**src/rtl/voice_alloc.sv**
```systemverilog
// Polyphonic voice allocator: maps MIDI note-on/off events onto VOICES oscillator
// voices using a per-voice active/note/rank table, with oldest-voice stealing.
module voice_alloc #(
  parameter int VOICES  = 7,
  parameter int NOTE_BW = 7,
  parameter int CH_BW   = 3
) (
  input  logic               clk_i,
  input  logic               nrst_i,
  input  logic [NOTE_BW-1:0] note_i,
  input  logic               noteOnStrb_i,
  input  logic               noteOffStrb_i,
  output logic [CH_BW-1:0]   ch_o,
  output logic [NOTE_BW-1:0] note_o,
  output logic               noteOnStrb_o,
  output logic               noteOffStrb_o,
  output logic               stolen_o,
  output logic               busy_o,
  output logic [VOICES-1:0]  active_o,
  output logic [1:0]         dbgState_o
);

  localparam logic [1:0] IDLE   = 2'd0;
  localparam logic [1:0] LOOKUP = 2'd1;
  localparam logic [1:0] ISSUE  = 2'd2;
  localparam logic [CH_BW-1:0] MAX_RANK = CH_BW'(VOICES - 1);

  logic [1:0]         state;
  logic [NOTE_BW-1:0] evNote;
  logic               evIsOff;
  logic [CH_BW-1:0]   tgt;
  logic [CH_BW-1:0]   tgtPrevRank;
  logic               tgtValid;

  logic [VOICES-1:0]  active;
  logic [NOTE_BW-1:0] notes [VOICES];
  logic [CH_BW-1:0]   ranks [VOICES];

  logic               hitFound, freeFound;
  logic [CH_BW-1:0]   hitIdx, freeIdx, stealIdx, stealRank;
  logic [CH_BW-1:0]   lkTgt, lkPrevRank;
  logic               lkValid, lkSteal;

  // Input strobes are one-cycle events accepted only while busy_o is low;
  // any strobe seen while busy_o is high is dropped, never queued.
  assign busy_o     = (state != IDLE);
  assign active_o   = active;
  assign dbgState_o = state;

  always_comb begin
    hitFound   = 1'b0;
    hitIdx     = '0;
    freeFound  = 1'b0;
    freeIdx    = '0;
    stealIdx   = '0;
    stealRank  = '0;
    for (int i = 0; i < VOICES; i++) begin
      if (!hitFound && active[i] && notes[i] == evNote) begin
        hitFound = 1'b1;
        hitIdx   = CH_BW'(i);
      end
      if (!freeFound && !active[i]) begin
        freeFound = 1'b1;
        freeIdx   = CH_BW'(i);
      end
      // Strict compare keeps the lowest index on a rank tie.
      if (active[i] && ranks[i] > stealRank) begin
        stealRank = ranks[i];
        stealIdx  = CH_BW'(i);
      end
    end

    lkTgt      = '0;
    lkPrevRank = MAX_RANK;
    lkValid    = 1'b0;
    lkSteal    = 1'b0;
    if (evIsOff) begin
      lkValid = hitFound;
      lkTgt   = hitIdx;
    end else if (hitFound) begin
      lkValid    = 1'b1;
      lkTgt      = hitIdx;
      lkPrevRank = ranks[hitIdx];
    end else if (freeFound) begin
      lkValid = 1'b1;
      lkTgt   = freeIdx;
    end else begin
      lkValid    = 1'b1;
      lkSteal    = 1'b1;
      lkTgt      = stealIdx;
      lkPrevRank = ranks[stealIdx];
    end
  end

  always_ff @(posedge clk_i or negedge nrst_i) begin
    if (!nrst_i) begin
      state         <= IDLE;
      evNote        <= '0;
      evIsOff       <= 1'b0;
      tgt           <= '0;
      tgtPrevRank   <= '0;
      tgtValid      <= 1'b0;
      active        <= '0;
      ch_o          <= '0;
      note_o        <= '0;
      noteOnStrb_o  <= 1'b0;
      noteOffStrb_o <= 1'b0;
      stolen_o      <= 1'b0;
      for (int i = 0; i < VOICES; i++) begin
        notes[i] <= '0;
        ranks[i] <= '0;
      end
    end else begin
      noteOnStrb_o  <= 1'b0;
      noteOffStrb_o <= 1'b0;
      stolen_o      <= 1'b0;
      case (state)
        IDLE: begin
          if (noteOffStrb_i || noteOnStrb_i) begin
            evNote  <= note_i;
            evIsOff <= noteOffStrb_i;
            state   <= LOOKUP;
          end
        end
        LOOKUP: begin
          tgt         <= lkTgt;
          tgtPrevRank <= lkPrevRank;
          tgtValid    <= lkValid;
          if (lkValid) begin
            ch_o          <= lkTgt;
            note_o        <= evNote;
            noteOnStrb_o  <= !evIsOff;
            noteOffStrb_o <= evIsOff;
            stolen_o      <= lkSteal;
          end
          state <= ISSUE;
        end
        ISSUE: begin
          if (tgtValid) begin
            for (int i = 0; i < VOICES; i++) begin
              if (CH_BW'(i) == tgt) begin
                active[i] <= !evIsOff;
                ranks[i]  <= '0;
                if (!evIsOff) notes[i] <= evNote;
              end else if (!evIsOff && active[i] && ranks[i] < tgtPrevRank
                           && ranks[i] < MAX_RANK) begin
                ranks[i] <= ranks[i] + CH_BW'(1);
              end
            end
          end
          state <= IDLE;
        end
        default: state <= IDLE;
      endcase
    end
  end

endmodule

```
**config.mk**
```make
export PLATFORM = sky130hd
export DESIGN_NAME = voice_alloc
export DESIGN_NICKNAME = d
export VERILOG_FILES = /design/src/rtl/voice_alloc.sv
export SDC_FILE = /design/constraint.sdc
export NUM_CORES = 1
export LEC_CHECK = 0
export BUFFER_PORTS_ARGS = -buffer_cell sky130_fd_sc_hd__buf_2
export CAP_MARGIN = 20
export CORE_ASPECT_RATIO = 1.5
export CORE_MARGIN = 4
export CORE_UTILIZATION = 55
export DETAILED_ROUTE_END_ITERATION = 8
export PLACE_DENSITY = 0.72
export RECOVER_POWER = 100
export SYNTH_ARGS = -nofsm -noshare
export SYNTH_HDL_FRONTEND = slang
export SYNTH_SLANG_ARGS = --single-unit
```
**constraint.sdc**
```tcl
create_clock -name clk_i -period 11.65 [get_ports clk_i]
set_input_delay 0.5825 -clock clk_i [delete_from_list [all_inputs] [get_ports clk_i]]
set_output_delay 0.5825 -clock clk_i [all_outputs]
set_load 0.05 [all_outputs]
```
# Word-level counts from Yosys, hierarchy flattened
# Cells that the tools add are included.
# W data, S select, Z words.
word_totals:
  register_bits: 107
  in_bits: 11
  out_inout_bits: 23
  wordCells: 256
classes:
  add_sub_neg: 7
  n_lt_le_gt_ge: 23
  n_eq_ne: 16
  muxes: 76
  bitwise: 3
  n_reduce_logical: 99
op_table:
  columns: ["operator", "n"]
  rows:
  - ["$mux W3", 45]
  - ["$eq A7 B7 Y1", 7]
  - ["$logic_and A1 B1 Y1", 47]
  - ["$reduce_and A3 Y1", 14]
  - ["$reduce_and A4 Y1", 7]
  - ["$mux W1", 27]
  - ["$add A3 B1 Y3 const B", 7]
  - ["$lt A3 B3 Y1", 7]
  - ["$lt A3 B3 Y1 const B", 7]
  - ["$bmux W3 S3", 2]
  - ["$gt A3 B3 Y1", 6]
  - ["$logic_not A1 Y1", 18]
  - ["$reduce_bool A2 Y1", 8]
  - ["$eq A3 B3 Y1 const A", 3]
  - ["$ge A4 B4 Y1 const B", 2]
  - ["$not A3 Y4", 2]
  - ["$eq A2 B3 Y1 const A", 2]
  - ["$pmux W2 S2", 1]
  - ["$reduce_and A2 Y1", 2]
  - ["$eq A1 B3 Y1 const A", 1]
  - ["$gt A3 B1 Y1 const B", 1]
  - ["$logic_not A3 Y1", 1]
  - ["$eq A2 B1 Y1 const B", 1]
  - ["$eq A2 B2 Y1 const B", 1]
  - ["other kinds (5)", 5]

# Depth between registers and ports, before layout
# Gate-level depths: netlist of the first run.
logic_depth:
  depth_word: 33
  mapped_depth: 48
  depth_no_buf: 45

# Worst setup path before layout of the first run
# OpenSTA, ideal clock, no wires.
synth_timing:
  kind: "flip-flop to flip-flop"
  start: "register active[0], in the netlist active_o[0]"
  end: "register tgtPrevRank[1]"
  setup_time_ns: 0.129
  t_arrival_ns: 8.673
  slack_ns: 2.848
  path_stages_with_launch: 44
  n_path_buf: 4
  period_less_slack_ns: 8.802
  cell_sequence: "dfrtp_1 buf_2 nand3_1 ha_1 nor2b_4 o31a_1 buf_4 nand2_1 nand2_1 o21ai_0 ha_1 or2_0 buf_2 o21ai_0 maj3_2 a21oi_1 a31oi_1 ha_1 [8 not listed] nor3_1 a21oi_2 or2_1 buf_6 o21ai_0 ha_1 nor2b_1 o21a_1 o211ai_1 nor2_1 a21o_1 ha_1 o21ai_0 or2b_2 and3_2 a221o_1 a21oi_1 o22ai_1"
synth_between:
  elab_chain_len: 32
  word_cells_on_any_way: 86
synth_lines:
  columns: ["element", "line", "rtl"]
  rows:
  - ["start: declaration", "35", "logic [VOICES-1:0] active;"]
  - ["start signal: indexed assignment", "142", "active[i] <= !evIsOff;"]
  - ["parallel branches: the longest is 30 deep, another holds $gt A3 B3 Y1", null, null]
  - ["$mux W3 *", "80", "end else if (hitFound) begin"]
  - ["$mux W3 *", "77", "if (evIsOff) begin"]
  - ["end signal: assignment", "127", "tgtPrevRank <= lkPrevRank;"]
  - ["end: declaration", "32", "logic [CH_BW-1:0] tgtPrevRank;"]
# Every way passes the cells marked *. The select of a mux whose other input is x is not followed.
# A chain may end at the register's enable or synchronous reset.

# Worst setup path after layout of the first run
layout_timing:
  start: "register ranks[19] (netlist name)"
  end: "register tgtPrevRank[2]"
layout_between:
  elab_chain_len: 28
  word_cells_on_any_way: 33
layout_lines:
  columns: ["element", "line", "rtl"]
  rows:
  - ["start: declaration", "37", "logic [CH_BW-1:0] ranks [VOICES];"]
  - ["start signal: indexed assignment", "147", "ranks[i] <= ranks[i] + CH_BW'(1);"]
  - ["$gt A3 B1 Y1", "67", "if (active[i] && ranks[i] > stealRank) begin"]
  - ["$logic_and A1 B1 Y1", "67", null]
  - ["$mux W3 *", "67", null]
  - ["$gt A3 B3 Y1", "67", null]
  - ["$logic_and A1 B1 Y1", "67", null]
  - ["$mux W3", "67", null]
  - ["$gt A3 B3 Y1", "67", null]
  - ["$logic_and A1 B1 Y1", "67", null]
  - ["[11 not listed]", null, null]
  - ["$logic_and A1 B1 Y1", "67", null]
  - ["$mux W3 *", "67", null]
  - ["$not A3 Y4 (implied by the code) *", "91", "lkPrevRank = ranks[stealIdx];"]
  - ["$bmux W3 S3 *", "91", null]
  - ["$mux W3 (implied by the code) * (2 in series)", "91", null]
  - ["$mux W3 *", "84", "end else if (freeFound) begin"]
  - ["$mux W3 *", "80", null]
  - ["$mux W3 *", "77", null]
# Every way passes the cells marked *; elsewhere a longest branch is shown, timed or not. The select of a mux whose other input is x is not followed.

==> results.yml, run 1 <==
outcome:
  outcome: "complete, but fails checks"
  failing_checks: "max-capacitance violations, max-slew violations"
clock_tree:
  cts-root-to-sink-buffers: 2
  ctsHtreeMaxLevel: 3
  cts-resized-gates: 0
  path_clk_slew_ps: 70
  holdBufCountCts: 0
  cts-root-buf: "sky130_fd_sc_hd__clkbuf_16"
  clock_tree_from_tritoncts: "yes"
  clock_insertion_delay_worst_skew_ps: 350
  setup_bufs_post_cts: 0
  clock_sinks: 107
  cts_buffers: 9
global_routing:
  grt_start_max_net_pins: 74
  first_global_vias: 5603
  grt_pass1_wl_microns: 27900
  antenna_violations_before_repair: 0
  grt_overflow_total: 0
  groute.usage.overall: 0.240
drt:
  dr.first_iter.drc_count: 397
  drc_viols: 0
  detail_route.vias_per_cell: 6.16
  detailed_route_wl_microns: 16800
  avgRoutedWirePerCell_microns: 19.5
  drt.antenna.violating_nets: 0
  via_count: 5303
  dr.pass1.iters: 4
synthesis:
  syn_area_per_cell_sq_um: 10.0
  yosys_warnings: 0
  netlist-cell-type-count: 80
  seq_area_frac_synth: 0.386
  synthArstFlopShare: 1.00
  synth_ff_type: "sky130_fd_sc_hd__dfrtp_1"
  synth_seq_cells: 107
  synth.cell_area_sq_mm: 0.00693
  synth_fp_nets: 736
  synth_enable_flop_cells: 0
  postSynthCellCount: 691
floorplanning:
  num_rows: 50
  die_area_sq_mm: 0.0145
  die_boundary_height_microns: 146
  initial_core_util: 0.557
  core_outline_area_sq_mm: 0.0124
  chipWidth_microns: 99.7
  top_level_ports: 34
sta:
  timing.final.max_slew_violations: 110
  setup_viol_count_final: 0
  setup-tns-final_ps: 0
  timing_worst_slew_pin_value_ps: 3810
  clock-skew-final_ps: 11.9
  max_freq_ghz: 0.0967
  post-route-period-util: 0.888
  final_period_minus_worst_setup_slack_ps: 10340
  timing.max_slew.rel_slack: -1.54
  rsz0062_at_grt: "false"
  finalHoldViolCount: 0
critical_path:
  critPathArrivalTime_ps: 10610
  critPathMaxStageDelay_ps: 620
  worst_path_max_delay_cell: "sky130_fd_sc_hd__o211ai_1"
  type_of_the_worst_setup_path: "flip-flop to flip-flop"
  buffers_and_inverters_on_the_worst_path: 2
  family_with_the_most_delay_on_the_worst_path: "compound AO/OA/AOI/OAI gates"
  critical_path.startpoint_type: "flip-flop"
  timing.critical_path.fanout_max: 12
  critical_path.endpoint_type: "flip-flop"
  worstPathRequired_ps: 11910
pwr:
  vdd_ir_max_mv: 0.179
  leakage_nw: 3.29
  power_per_cell_area_mw_per_mm2: 195
place:
  final_weighted_congestion_of_routability_driven_global_placement: 0.916
  post-place-cells: 845
  port_buffers: 33
  post-dp-hpwl_microns: 12700
finish:
  layout.cells.non_filler: 861
  layout.cells.most_common: "sky130_fd_sc_hd__dfrtp_1"
  antenna-diode-count: 0
  highest_count_cells_in_the_layout_ignoring_fill_and_taps: "107 x sky130_fd_sc_hd__dfrtp_1, 62 x sky130_fd_sc_hd__mux2_2, 61 x sky130_fd_sc_hd__nand2_1"
  flow.area_growth_from_synthesis_pct: 6.08
  final_nets: 745
  layout-drive-gt1-share: 0.159
run:
  max-cap-violations: 2
hold_path:
  min-delay-path-class: "input port to flip-flop"
kinds of logic (layout without fill, tap and decap cells):
family	Yosys count	count (layout)	share of synthesized area
adders and majority gates	35	35	0.0630
buffers and inverters	60	74	0.0429
AOI/OAI and AO/OA	147	147	0.150
muxes	84	84	0.137
and+or+nand+nor	202	202	0.150
xor gates and xnor gates	56	56	0.0707
DFF	107	107	0.386
synthesized netlist by cell type (3+ instances only):
master	n	area (sq um)
sky130_fd_sc_hd__o21ai_0	30	150
sky130_fd_sc_hd__a21o_1	17	128
sky130_fd_sc_hd__ha_1	34	425
sky130_fd_sc_hd__o21a_1	3	22.5
sky130_fd_sc_hd__a21oi_1	32	160
sky130_fd_sc_hd__nand4_1	16	100
sky130_fd_sc_hd__mux2i_1	16	160
sky130_fd_sc_hd__clkbuf_1	11	41.3
sky130_fd_sc_hd__buf_6	4	45.0
sky130_fd_sc_hd__xor2_1	12	105
sky130_fd_sc_hd__nor3_1	9	45.0
sky130_fd_sc_hd__and3_1	5	31.3
sky130_fd_sc_hd__nand4b_1	5	43.8
sky130_fd_sc_hd__mux2_2	65	732
sky130_fd_sc_hd__and3b_1	3	26.3
sky130_fd_sc_hd__nand3b_1	6	45.0
sky130_fd_sc_hd__nand2b_1	6	37.5
sky130_fd_sc_hd__nor2b_1	6	37.5
sky130_fd_sc_hd__o211ai_1	3	22.5
sky130_fd_sc_hd__a22o_1	5	43.8
sky130_fd_sc_hd__inv_1	22	82.6
sky130_fd_sc_hd__a21oi_2	3	26.3
sky130_fd_sc_hd__nor2_1	48	180
sky130_fd_sc_hd__o31ai_1	3	22.5
sky130_fd_sc_hd__nand2_1	61	229
sky130_fd_sc_hd__or2_2	3	18.8
sky130_fd_sc_hd__a211oi_1	4	30.0
sky130_fd_sc_hd__o22ai_1	3	18.8
sky130_fd_sc_hd__o21ai_1	3	15.0
sky130_fd_sc_hd__xnor2_1	44	385
sky130_fd_sc_hd__a21boi_0	3	22.5
sky130_fd_sc_hd__dfrtp_1	107	2680
sky130_fd_sc_hd__nor3b_1	3	22.5
sky130_fd_sc_hd__buf_2	15	75.1
sky130_fd_sc_hd__a31oi_1	6	37.5
sky130_fd_sc_hd__nand3_1	15	75.1
sky130_fd_sc_hd__buf_4	6	45.0
stage by stage:
stage / worst slack, ps / instance area (sq um) / util / hold slack, ps / power (mW)
global placement: 2110 / 7100 / 0.571 / 461 / 1.12
floorplan: 2850 / 6930 / - / 287 / 1.02
CTS: 1630 / 7410 / 0.595 / 186 / 1.46
global route: 297 / 7360 / 0.591 / 463 / 1.52
finish: 1310 / 7360 / 0.591 / 461 / 1.44
detailed placement: 1670 / 7100 / 0.571 / 465 / 1.15
flip-flops by register name, indices dropped and copies added, names as in the netlist:
register and count:
active_o 7, ch_o 3, dbgState_o 2, evIsOff 1
evNote 7, noteOffStrb_o 1, noteOnStrb_o 1, note_o 7
notes 49, ranks 21, stolen_o 1, tgt 3
tgtPrevRank 3, tgtValid 1
where the power goes:
group | leakage, nW | internal [mW] | switching [mW]
Sequential | 1.42 | 0.460 | 0.169
Clock | 0.148 | 0.169 | 0.137
Combinational | 1.72 | 0.209 | 0.292
metal layers:
metal / GRT usage / up-vias / part of all wire
met4: 0.122 / 0 / 0.042
met5: 0 / - / 0
met1: 0.271 / 2624 / 0.38
met2: 0.432 / 124 / 0.54
li1: - / 2507 / -
met3: 0.0293 / 48 / 0.037
final cells by class:
type	instances	area [sq um]
inverters	22	82.6
clock inverters	7	76.3
clock buffers	9	225
repair buffers	36	150
well taps	156	195
multi-input cells	524	3950
fillers	1067	5090
flip-flops and latches	107	2680
path summary, 6_finish.rpt:
| kind | start | to | slack [ps] | cells after the start |
|---|---|---|---|---|
| worst min register to register | ch_o[0]$_DFFE_PN0P_ | ch_o[0]$_DFFE_PN0P_ | 480 | 1 |
| min in group asynchronous | nrst_i | note_o[5]$_DFFE_PN0P_ | 730 | 1 |
| worst max register to register | ranks[19]$_DFFE_PN0P_ | tgtPrevRank[2]$_DFFE_PN0P_ | 1310 | 42 |
| max in group asynchronous | nrst_i | notes[47]$_DFFE_PN0P_ | 6510 | 2 |
| worst max-delay path | ranks[19]$_DFFE_PN0P_ | tgtPrevRank[2]$_DFFE_PN0P_ | 1310 | 42 |
| worst min-delay path | note_i[0] | evNote[0]$_DFFE_PN0P_ | 460 | 2 |
Note: power is estimated with default switching activity, not from simulation.
==> run 2, diff against run 1 <==
--- a/config.mk
+++ b/config.mk
@@ -9,9 +9,9 @@
 export CAP_MARGIN = 20
 export CORE_ASPECT_RATIO = 1.5
 export CORE_MARGIN = 4
-export CORE_UTILIZATION = 55
+export CORE_UTILIZATION = 45
 export DETAILED_ROUTE_END_ITERATION = 8
-export PLACE_DENSITY = 0.72
+export PLACE_DENSITY = 0.61
 export RECOVER_POWER = 100
 export SYNTH_ARGS = -nofsm -noshare
 export SYNTH_HDL_FRONTEND = slang
==> results.yml, run 2 (synthesis results as in run 1) <==
outcome:
  outcome: "complete, but fails checks"
  failing_checks: "max-capacitance violations, max-slew violations"
sta:
  timing_worst_slew_pin_value_ps: 3950
  finalHoldViolCount: 0
  clock-skew-final_ps: 12.9
  final_period_minus_worst_setup_slack_ps: 10430
  setup-tns-final_ps: 0
  rsz0062_at_grt: "false"
  post-route-period-util: 0.896
  setup_viol_count_final: 0
  timing.max_slew.rel_slack: -1.63
  timing.final.max_slew_violations: 75
  max_freq_ghz: 0.0959
clock_tree:
  cts-resized-gates: 0
  clock_insertion_delay_worst_skew_ps: 350
  clock_tree_from_tritoncts: "yes"
  cts-root-to-sink-buffers: 2
  cts_buffers: 9
  holdBufCountCts: 0
  ctsHtreeMaxLevel: 3
  clock_sinks: 107
  cts-root-buf: "sky130_fd_sc_hd__clkbuf_16"
  path_clk_slew_ps: 80
  setup_bufs_post_cts: 0
finish:
  flow.area_growth_from_synthesis_pct: 7.40
  layout.cells.most_common: "sky130_fd_sc_hd__dfrtp_1"
  highest_count_cells_in_the_layout_ignoring_fill_and_taps: "107 x sky130_fd_sc_hd__dfrtp_1, 63 x sky130_fd_sc_hd__mux2_2, 61 x sky130_fd_sc_hd__nand2_1"
  antenna-diode-count: 0
  reg_top3: "notes: 49 flops, ranks: 21 flops"
  largest_register: "notes"
  largest_register_ffs: 49
  final_nets: 746
  layout-drive-gt1-share: 0.159
  final_util: 0.492
drt:
  drt.antenna.violating_nets: 0
  avgRoutedWirePerCell_microns: 19.0
  detail_route.vias_per_cell: 5.90
  dr.first_iter.drc_count: 268
  dr.pass1.iters: 4
  via_count: 5336
  drc_viols: 0
  detailed_route_wl_microns: 17200
pwr:
  power_per_cell_area_mw_per_mm2: 196
  vdd_ir_max_mv: 0.188
  leakage_nw: 3.30
  fin_total_pwr_mw: 1.46
place:
  post-dp-hpwl_microns: 13100
  final_weighted_congestion_of_routability_driven_global_placement: 0.927
  port_buffers: 33
global_routing:
  grt_overflow_total: 0
  groute.usage.overall: 0.204
  antenna_violations_before_repair: 0
  grt_start_max_net_pins: 82
  grt_pass1_wl_microns: 28100
  first_global_vias: 5341
critical_path:
  critical_path.endpoint_type: "flip-flop"
  ff2ff_path_depth: 42
  worst_path_max_delay_cell: "sky130_fd_sc_hd__o211ai_1"
  timing.critical_path.fanout_max: 12
  type_of_the_worst_setup_path: "flip-flop to flip-flop"
  regToRegSetupSlack_ps: 1220
  worstPathRequired_ps: 11920
  critPathArrivalTime_ps: 10700
  critical_path.startpoint_type: "flip-flop"
  reg2reg_to: "tgtPrevRank[2]$_DFFE_PN0P_"
  critPathMaxStageDelay_ps: 600
  critical_register_to_register_path_startpoint: "ranks[19]$_DFFE_PN0P_"
run:
  max-cap-violations: 1
floorplanning:
  chipWidth_microns: 109
  die_boundary_height_microns: 160
  core_outline_area_sq_mm: 0.0151
  initial_core_util: 0.458
  top_level_ports: 34
  num_rows: 55
  die_area_sq_mm: 0.0175
hold_path:
  min-delay-path-class: "input port to flip-flop"
  worst_hold_path.num_cells: 2
  hold_end: "evNote[0]$_DFFE_PN0P_"
  hold_path_startpoint: "note_i[0]"
[run 2: cell type report]
type,count,area (sq um)
flip-flops and latches,107,2680
fillers,1459,7690
repair buffers,37,154
clock inverters,7,113
inverters,22,82.6
clock buffers,9,225
multi-input cells,524,3950
well taps,199,249
[run 2: critical path: cells and delay by family (launching register included)]
| kind | cells | cell delay [ps] |
|---|---|---|
| adders and majority gates | 8 | 2300 |
| DFF | 1 | 510 |
| muxes | 1 | 410 |
| buffers and inverters | 2 | 160 |
| AOI/OAI and AO/OA | 19 | 4450 |
| and+or+nand+nor | 12 | 2540 |
[run 2: how the worst max path moves through the flow]
stage / startpoint / endpoint / slack, ps
finish: ranks[19]$_DFFE_PN0P_ / tgtPrevRank[2]$_DFFE_PN0P_ / 1220
global route: ranks[19]$_DFFE_PN0P_ / tgtPrevRank[2]$_DFFE_PN0P_ / 330
CTS: ranks[19]$_DFFE_PN0P_ / tgtPrevRank[2]$_DFFE_PN0P_ / 1630
detailed placement: ranks[19]$_DFFE_PN0P_ / tgtPrevRank[2]$_DFFE_PN0P_ / 1680
global placement: ranks[19]$_DFFE_PN0P_ / ch_o[1]$_DFFE_PN0P_ / 2150
floorplan: active_o[0]$_DFFE_PN0P_ / tgtPrevRank[1]$_DFFE_PN0P_ / 2850
[run 2: per-layer routing]
layer,up-vias,wire [microns],track usage
met5,-,0,0
met4,0,860,0.105
met3,48,518,0.0210
met2,120,9070,0.358
met1,2658,6780,0.242
li1,2510,-,-
[run 2: per-stage QoR]
| step | cells | hold WS (ps) | instance area, sq um | setup slack [ps] |
|---|---|---|---|---|
| 4_1_cts | 904 | 141 | 7500 | 1630 |
| 3_3_place_gp | 888 | 467 | 7160 | 2150 |
| 6_report | 905 | 467 | 7450 | 1220 |
| 5_1_grt | 905 | 465 | 7450 | 334 |
| 3_5_place_dp | 888 | 475 | 7160 | 1680 |
| 2_1_floorplan | 691 | 287 | 6930 | 2850 |
[run 2: power breakdown]
| group | internal [mW] | switching [mW] |
|---|---|---|
| combinational | 0.210 | 0.293 |
| sequential | 0.460 | 0.166 |
| clock | 0.192 | 0.141 |
| total | 0.862 | 0.600 |
